--- src/rtl/parity_sched_pkg.sv ---
// Shared types and helpers for the parity stream scheduler.
// Pure declarations: no latency, no flow control.
package parity_sched_pkg;

  localparam int PAR_WORD_W = 16;

  typedef enum logic [1:0] {
    IDLE   = 2'd0,
    STREAM = 2'd1,
    REPORT = 2'd2
  } state_e;

  // Round-robin pick: first set bit of valid searching upward from last_grant+1.
  // Iterating from the far end lets the nearest candidate overwrite the others.
  function automatic int rr_pick(input logic [31:0] valid, input int last_grant, input int num_req);
    int idx;
    rr_pick = last_grant;
    for (int i = num_req; i >= 1; i--) begin
      idx = (last_grant + i) % num_req;
      if (valid[idx]) rr_pick = idx;
    end
  endfunction

endpackage

--- src/rtl/parity16_tree.sv ---
// Shared 16-bit even-parity evaluator: XOR reduction of one beat.
// Purely combinational (zero latency), no flow control.
module parity16_tree
  import parity_sched_pkg::*;
(
  input  logic [PAR_WORD_W-1:0] data,
  output logic                  parity
);

  assign parity = ^data;

endmodule

--- src/rtl/parity_stream_sched.sv ---
// Round-robin, packet-locked scheduler streaming beats through one parity evaluator.
// Result one cycle after the last beat; result held stable under res_ready backpressure, beats stalled meanwhile.
module parity_stream_sched
  import parity_sched_pkg::*;
#(
  parameter  int NUM_REQ   = 4,
  parameter  int ERR_CNT_W = 8,
  localparam int ID_W      = (NUM_REQ > 1) ? $clog2(NUM_REQ) : 1
) (
  input  logic                          clk,
  input  logic                          rst_n,
  input  logic [NUM_REQ-1:0]            req_valid,
  output logic [NUM_REQ-1:0]            req_ready,
  input  logic [NUM_REQ*PAR_WORD_W-1:0] req_data,
  input  logic [NUM_REQ-1:0]            req_last,
  input  logic [NUM_REQ-1:0]            req_exp,
  output logic                          res_valid,
  input  logic                          res_ready,
  output logic [ID_W-1:0]               res_id,
  output logic                          res_parity,
  output logic                          res_err,
  output logic [ERR_CNT_W-1:0]          err_count,
  output logic                          busy
);

  state_e                state_q, state_d;
  logic [ID_W-1:0]       grant_q, grant_d;
  logic [ID_W-1:0]       last_grant_q, last_grant_d;
  logic                  acc_q, acc_d;
  logic                  par_q, par_d;
  logic                  exp_q, exp_d;
  logic [ERR_CNT_W-1:0]  err_count_q, err_count_d;
  logic [PAR_WORD_W-1:0] beat_data;
  logic                  beat_par;
  logic                  beat_hs;
  logic                  pkt_err;

  // Only the granted requester's beat ever reaches the evaluator.
  assign beat_data = req_data[grant_q*PAR_WORD_W +: PAR_WORD_W];

  parity16_tree u_parity16_tree (
    .data   (beat_data),
    .parity (beat_par)
  );

  assign beat_hs   = (state_q == STREAM) && req_valid[grant_q];
  assign pkt_err   = par_q ^ exp_q;
  assign err_count = err_count_q;

  always_comb begin
    state_d      = state_q;
    grant_d      = grant_q;
    last_grant_d = last_grant_q;
    acc_d        = acc_q;
    par_d        = par_q;
    exp_d        = exp_q;
    err_count_d  = err_count_q;
    req_ready    = '0;
    res_valid    = 1'b0;
    res_id       = '0;
    res_parity   = 1'b0;
    res_err      = 1'b0;
    busy         = 1'b0;

    case (state_q)
      IDLE: begin
        if (|req_valid) begin
          grant_d = ID_W'(rr_pick(32'(req_valid), 32'(last_grant_q), NUM_REQ));
          acc_d   = 1'b0;
          state_d = STREAM;
        end
      end

      STREAM: begin
        busy               = 1'b1;
        req_ready[grant_q] = 1'b1;
        if (beat_hs) begin
          acc_d = acc_q ^ beat_par;
          if (req_last[grant_q]) begin
            par_d   = acc_q ^ beat_par;
            exp_d   = req_exp[grant_q];
            state_d = REPORT;
          end
        end
      end

      REPORT: begin
        busy       = 1'b1;
        res_valid  = 1'b1;
        res_id     = grant_q;
        res_parity = par_q;
        res_err    = pkt_err;
        if (res_ready) begin
          if (pkt_err && !(&err_count_q)) err_count_d = err_count_q + ERR_CNT_W'(1);
          last_grant_d = grant_q;
          state_d      = IDLE;
        end
      end

      default: state_d = IDLE;
    endcase
  end

  // last_grant resets to the top index so requester 0 wins the first arbitration.
  always_ff @(posedge clk or negedge rst_n) begin
    if (!rst_n) begin
      state_q      <= IDLE;
      grant_q      <= '0;
      last_grant_q <= ID_W'(NUM_REQ - 1);
      acc_q        <= 1'b0;
      par_q        <= 1'b0;
      exp_q        <= 1'b0;
      err_count_q  <= '0;
    end else begin
      state_q      <= state_d;
      grant_q      <= grant_d;
      last_grant_q <= last_grant_d;
      acc_q        <= acc_d;
      par_q        <= par_d;
      exp_q        <= exp_d;
      err_count_q  <= err_count_d;
    end
  end

endmodule

--- config.mk ---
export PLATFORM = sky130hd
export DESIGN_NAME = parity_stream_sched
export DESIGN_NICKNAME = d
export VERILOG_FILES = /design/src/rtl/parity_sched_pkg.sv /design/src/rtl/parity16_tree.sv /design/src/rtl/parity_stream_sched.sv
export SDC_FILE = /design/constraint.sdc
export NUM_CORES = 1
export LEC_CHECK = 0
export ABC_AREA = 0
export CORE_MARGIN = 3
export CORE_UTILIZATION = 40
export CTS_CLUSTER_SIZE = 14
export DETAILED_ROUTE_END_ITERATION = 8
export PLACE_DENSITY = 0.86
export REMOVE_ABC_BUFFERS = 1
export SKIP_LAST_GASP = 1
export SLEW_MARGIN = 20
export SYNTH_ARGS = -nofsm -noshare
export SYNTH_HDL_FRONTEND = slang
export SYNTH_SLANG_ARGS = --single-unit
--- constraint.sdc ---
create_clock -name clk -period 5.7 [get_ports clk]
set_clock_uncertainty 0.2 [all_clocks]
set_input_delay 1.14 -clock clk [delete_from_list [all_inputs] [get_ports clk]]
set_output_delay 1.14 -clock clk [all_outputs]
set_load 0.01 [all_outputs]
* Word-level counts from Yosys, hierarchy flattened
Cells that the tools add are included.
Cells by class: equality and inequality tests 6, bitwise operators 6, reduce and logical (&&, ||, !) cells 20, shift operators 1, $lt $le $gt $ge 6, add/subtract/negate cells 5, mux-type cells 38
Operator list (count):
- 64-bit by 7-bit indexed part select with 16-bit output | 1
- 3-bit by 7-bit < comparator with 1-bit output, second input constant | 4
- 1-bit 2-to-1 mux | 18
- 2-bit 2-to-1 mux | 9
- 16-bit XOR reduction | 1
- 1-bit binary-select mux with 3-bit select | 4
- 2-bit OR reduction | 5
- 3-bit AND reduction | 3
- 8-bit by 1-bit adder with 8-bit output, second input constant | 1
- 8-bit AND reduction | 1
- 1-bit binary-select mux with 2-bit select | 3
- 2-bit inequality test, second input constant | 3
- 2-bit one-hot mux with 3 select lines | 1
- 2-bit by 1-bit adder with 2-bit output, second input constant | 2
- 2-bit adder, second input constant | 2
- 1-bit bitwise AND, first input constant | 4
- 4-bit 2-to-1 mux | 1
- 2-bit AND reduction | 2
- 4-bit AND reduction | 1
- 4-bit OR reduction | 1
- 1-bit logical AND | 3
- 2-bit by 3-bit < comparator with 1-bit output, second input constant | 1
- 1-bit demux with 2-bit select | 1
- 2-bit by 1-bit equality test with 1-bit output, second input constant | 1
- other kinds (8) | 9
Storage, ports and cells: output and inout port bits 18, input port bits 79, flip-flop bits (word level) 17, logic and storage cells 89

* Depth between registers and ports, before layout
depth after elaboration 10, mapped depth 8, gate-level depth less buffers 7

* Hierarchy
A second synthesis with hierarchy kept.
Second synthesis, totals: cells, all modules 141, area, all modules 1649.1 sq um
By module, submodules not included:
- parity_stream_sched | seq. area each 427.9 sq um, instances 1, cells each 126, area an instance 1517.7 sq um
- parity16_tree | seq. area each 0.0 sq um, instances 1, cells each 15, area an instance 131.4 sq um

* Worst setup path after synthesis
Ideal clock, no wire load.
path kind input port to flip-flop, from input port req_data[24], to register par_q, setup time 0.077 ns, required time 5.423 ns, setup slack 2.730 ns, cell stages on the path 5, path buffers 0, arrival 2.693 ns, path through mux4_1 > xnor2_1 > xnor3_2 > xnor3_1 > o21ai_1
On the way: word-level cells in the longest chain between the ends 3
RTL lines:
- start: declaration | line parity_stream_sched.sv:14 | input logic [NUM_REQ*PAR_WORD_W-1:0] req_data,
- 64-bit by 7-bit indexed part select with 16-bit output | line parity_stream_sched.sv:39 | assign beat_data = req_data[grant_q*PAR_WORD_W +: PAR_WORD_W];
- 16-bit XOR reduction | line parity16_tree.sv:10 | assign parity = ^data;
- 1-bit bitwise XOR | line parity_stream_sched.sv:80 | par_d = acc_q ^ beat_par;
- end signal: assignment | line parity_stream_sched.sv:119 | par_q <= par_d;
- end: declaration | line parity_stream_sched.sv:30 | logic par_q, par_d;
No other way between the ends. A chain may end at the register's enable or synchronous reset.

* Worst setup path after layout
from register grant_q[1], to output port req_ready[3]
On the way: word-level cells in the longest chain between the ends 5, elaborated cells on any way between the ends 6, classes of those cells 2 x order compare; 3 x mux; 1 x reduce/logical
RTL lines:
- start: declaration | line parity_stream_sched.sv:27 | logic [ID_W-1:0] grant_q, grant_d;
- start signal: assignment | line parity_stream_sched.sv:116 | grant_q <= grant_d;
- 2-bit by 3-bit < comparator with 1-bit output (not written as such) / 2-bit by 1-bit >= comparator with 1-bit output (equally long branches) | line parity_stream_sched.sv:76 | req_ready[grant_q] = 1'b1;
- 1-bit logical AND (not written as such) | line parity_stream_sched.sv:76
- 1-bit 2-to-1 mux (not written as such) | line parity_stream_sched.sv:76
- 1-bit demux with 2-bit select * | line parity_stream_sched.sv:76
- 4-bit 2-to-1 mux * | line parity_stream_sched.sv:65 | case (state_q)
- end: declaration | line parity_stream_sched.sv:13 | output logic [NUM_REQ-1:0] req_ready,
Mark *: on every way between the ends. The rest lies on a longest branch, timed or not.

==> results.md <==
- Slew HR: 0.315
- Post-synth top area cell: dfrtp_1
- Die width: just under 70 µm
- Outcome: complete, no violations
- Net Sw Frac: 0.350
- Placed instance count: 266
- Slowest stage cell, crit path: dfrtp_1
- Sequential area share after synthesis: 0.271
- Met3 Wirelength: 554 µm
- GPL Wtd Cong: 0.882
- Clock latency on the worst-skew pair: 0.24 ns
- Post-Synth Adder-Cell Area: 0.0397
- Diode count: 0
- Residual DRC count: 0
- Final worst-path cycle share: 0.591
- Uppermost layer routed: met4
- Routed Wire Length: 4540 µm
- Yosys reg bits: 17
- Post-CTS sizing: 0
- Vias in the first global route: 1,472
- Largest family of logic cells by synthesized area: multiplexers
- Synthesized instance count: between 100 and 150
- Comb power frac: 0.703
- TritonRoute pass-1 iters: 4
- DR iter-0 viols: 50
- Post-Synth XOR/XNOR Area: 0.147
- Die area: 0.00473 mm²
- CTS tree: yes
- Die height: 68.8 µm
- PD cells: around 430 mW/mm²
- Initial Util: 0.421
- Max frequency: 0.297 GHz
- Power Total: 1.11 mW
- # nets final: a little over 300
- WP data arrival: 2.03 ns
- Slew Viols, Final: 0
- Avg Cell Area, Syn: 12.3 µm²
- Clk pin slew, worst setup/hold paths: 0.06 ns
- Fin crit period: between 3 and 4 ns
- Core footprint: 0.00374 mm²
- Synthesized cell area: 0.00158 mm²
- CTS Buffer Depth: 2
- Vias/cell: 5.31
- Distinct cells, synth: 38
- Synth top area share: 0.238
- Post-synthesis mux area share: 0.325
- CP Data Required Time: 4.36 ns
- First-pass GRT wire length: 6840 µm
- Average wire per standard cell: 16.8 µm
- # hold bufs at CTS: 0
- Unrepaired setup endpoints after global routing: no
- Worst path max stage delay: between 0.9 and 1 ns
- Psw: 0.389 mW
- Total gr overflow: 0
- Ys flop type: dfrtp_1
- H-tree depth: 1
- Synth Area in Compound Gates: 0.0674
- TritonCTS Buffers: 3
- Final setup violation count: 0
- Hpwl dp: about 3700 µm
- Share of post-route cells with drive strength above 1: 0.117
- Fin. Hold Viols: 0
- Wire length on met2: 2130 µm
- Detail Route Antenna Nets: 0
- Worst vdd ir: 0.299 mV
- Num ports: 97
- CTS Sinks: 17
- Internal: about 0.72 mW
- Hold_ws: 0.293 ns
- Flop pwr share: 0.219
- Layout area overhead: 63.8%
- Yosys warns: 0
- Worst Tran Pin Value: 1.02 ns
- CP Cell Sequence: and3_1 > clkdlybuf4s50_1
- Clock network fraction of design power: 0.078
- Cell Rows: 22
- WL met1: 1840 µm
- Via count: 1,433
- Critical Path Fanout Max: 26
- Fin Setup TNS: 0 ns
- Port Buf Inserts: 96
- Pleak: 1.05 nW
- Worst min path class: register to register
- Final cell count without fillers: 270
- Initial antenna violation count: 0
- Worst Setup Start Kind: register
- Crit Path Category: register to output pin
- Synth area leaders: dfrtp_1 24%, mux4_2 20%, mux4_1 8.3%
- Post-synth ARST share: 1.00
- Post-CTS Setup Inserts: 0
- Endpoint type of the worst setup path: output pin
- Max_cap viols: 0
- Tot GR Track Use: 0.192
- Number of synthesized flops with an enable pin: 0
- Flop2flop setup slack: 2.66 ns
- Root Driver: clkbuf_8
- Largest net degree at the start of global routing: 27
- Post-synthesis simple-gate area fraction: 0.0896
[cells in the final DEF (no fill, tap or decap), types with 2 or more instances in the layout]
master,Yosys,routed
mux4_2,14,14
clkbuf_8,1,3
o21ai_1,2,2
dfstp_2,2,2
xnor3_1,3,3
o21ai_0,5,5
clkdlybuf4s50_1,0,96
a21oi_1,4,4
ha_1,5,5
nand2_1,12,12
a31oi_1,2,2
dfrtp_1,15,15
inv_1,7,7
and2_1,3,3
nor2_1,3,3
xnor2_1,10,10
and3_1,5,5
mux4_1,5,5
xor2_1,6,6
mux2_2,4,4
[per-stage QoR]
stage                     worst slack [ns]  utilization  instance area, µm²
after floorplan                       2.73            -                1510
after global placement                2.24        0.678                2540
after detailed placement              2.20        0.678                2540
after CTS                             2.30        0.690                2580
after global routing                  2.20        0.690                2580
final                                 2.33        0.690                2580
[final timing paths]
kind	startpoint	depth (start not counted)	end
min	err_count[6]	1	err_count[6]
max	grant_q[1]	2	req_ready[3]
max reg2reg	grant_q[0]	6	acc_q
max in group asynchronous	rst_n	1	grant_q[0]
min in group asynchronous	rst_n	1	err_count[5]
min reg2reg	err_count[6]	1	err_count[6]
[critical path: cells and delay by family (launching register included)]
family	cells	cell delay, ns
buffers and inverters	1	0.53
and+or+nand+nor	1	0.27
DFF	1	0.98
[power groups by stage]
stage	Clock (mW)	Combinational (mW)	Sequential [mW]
after floorplan	0	0.562	0.248
after global placement	0	0.768	0.245
after detailed placement	0	0.788	0.247
after CTS	0.0913	0.792	0.245
after global routing	0.0974	0.839	0.254
final	0.0863	0.781	0.244
[cell usage after synthesis, types with 2 or more instances]
library cell / number
o21ai_1: 2
mux4_2: 14
ha_1: 5
and2_1: 3
a31oi_1: 2
xnor2_1: 10
mux2_2: 4
dfrtp_1: 15
mux4_1: 5
dfstp_2: 2
and3_1: 5
nor2_1: 3
buf_4: 2
nand2_1: 12
o21ai_0: 5
xor2_1: 6
xnor3_1: 3
inv_1: 7
a21oi_1: 4
[sequential cells by signal (all words and copies together), names as in the netlist]
register      count
par_q             1
grant_q           2
exp_q             1
acc_q             1
last_grant_q      2
err_count         8
state_q           2
[final cells by class]
cell class	count	area (µm²)
Multi-Input combinational cell	97	1050
Fill cell	278	1160
Clock inverter	1	5.00
Inverter	7	26.3
Sequential cell	17	428
Tap cell	48	60.1
Clock buffer	3	41.3
Timing Repair Buffer	97	968
[logic make-up (layout without fill, tap and decap cells)]
| logic type | after synthesis | in the layout |
|---|---|---|
| buf+inv | 14 | 108 |
| flops | 17 | 17 |
| simple gates | 29 | 29 |
| fa+ha+maj | 5 | 5 |
| compound gates | 18 | 18 |
| xor+xnor | 20 | 20 |
| mux | 25 | 25 |
[per-layer routing]
metal  GRT usage  up-vias
met2       0.346       74
met4      0.0292        0
met3      0.0583        2
met1       0.228      686
met5           0        -
li1            -      671
(Power assumes the default switching activity.)
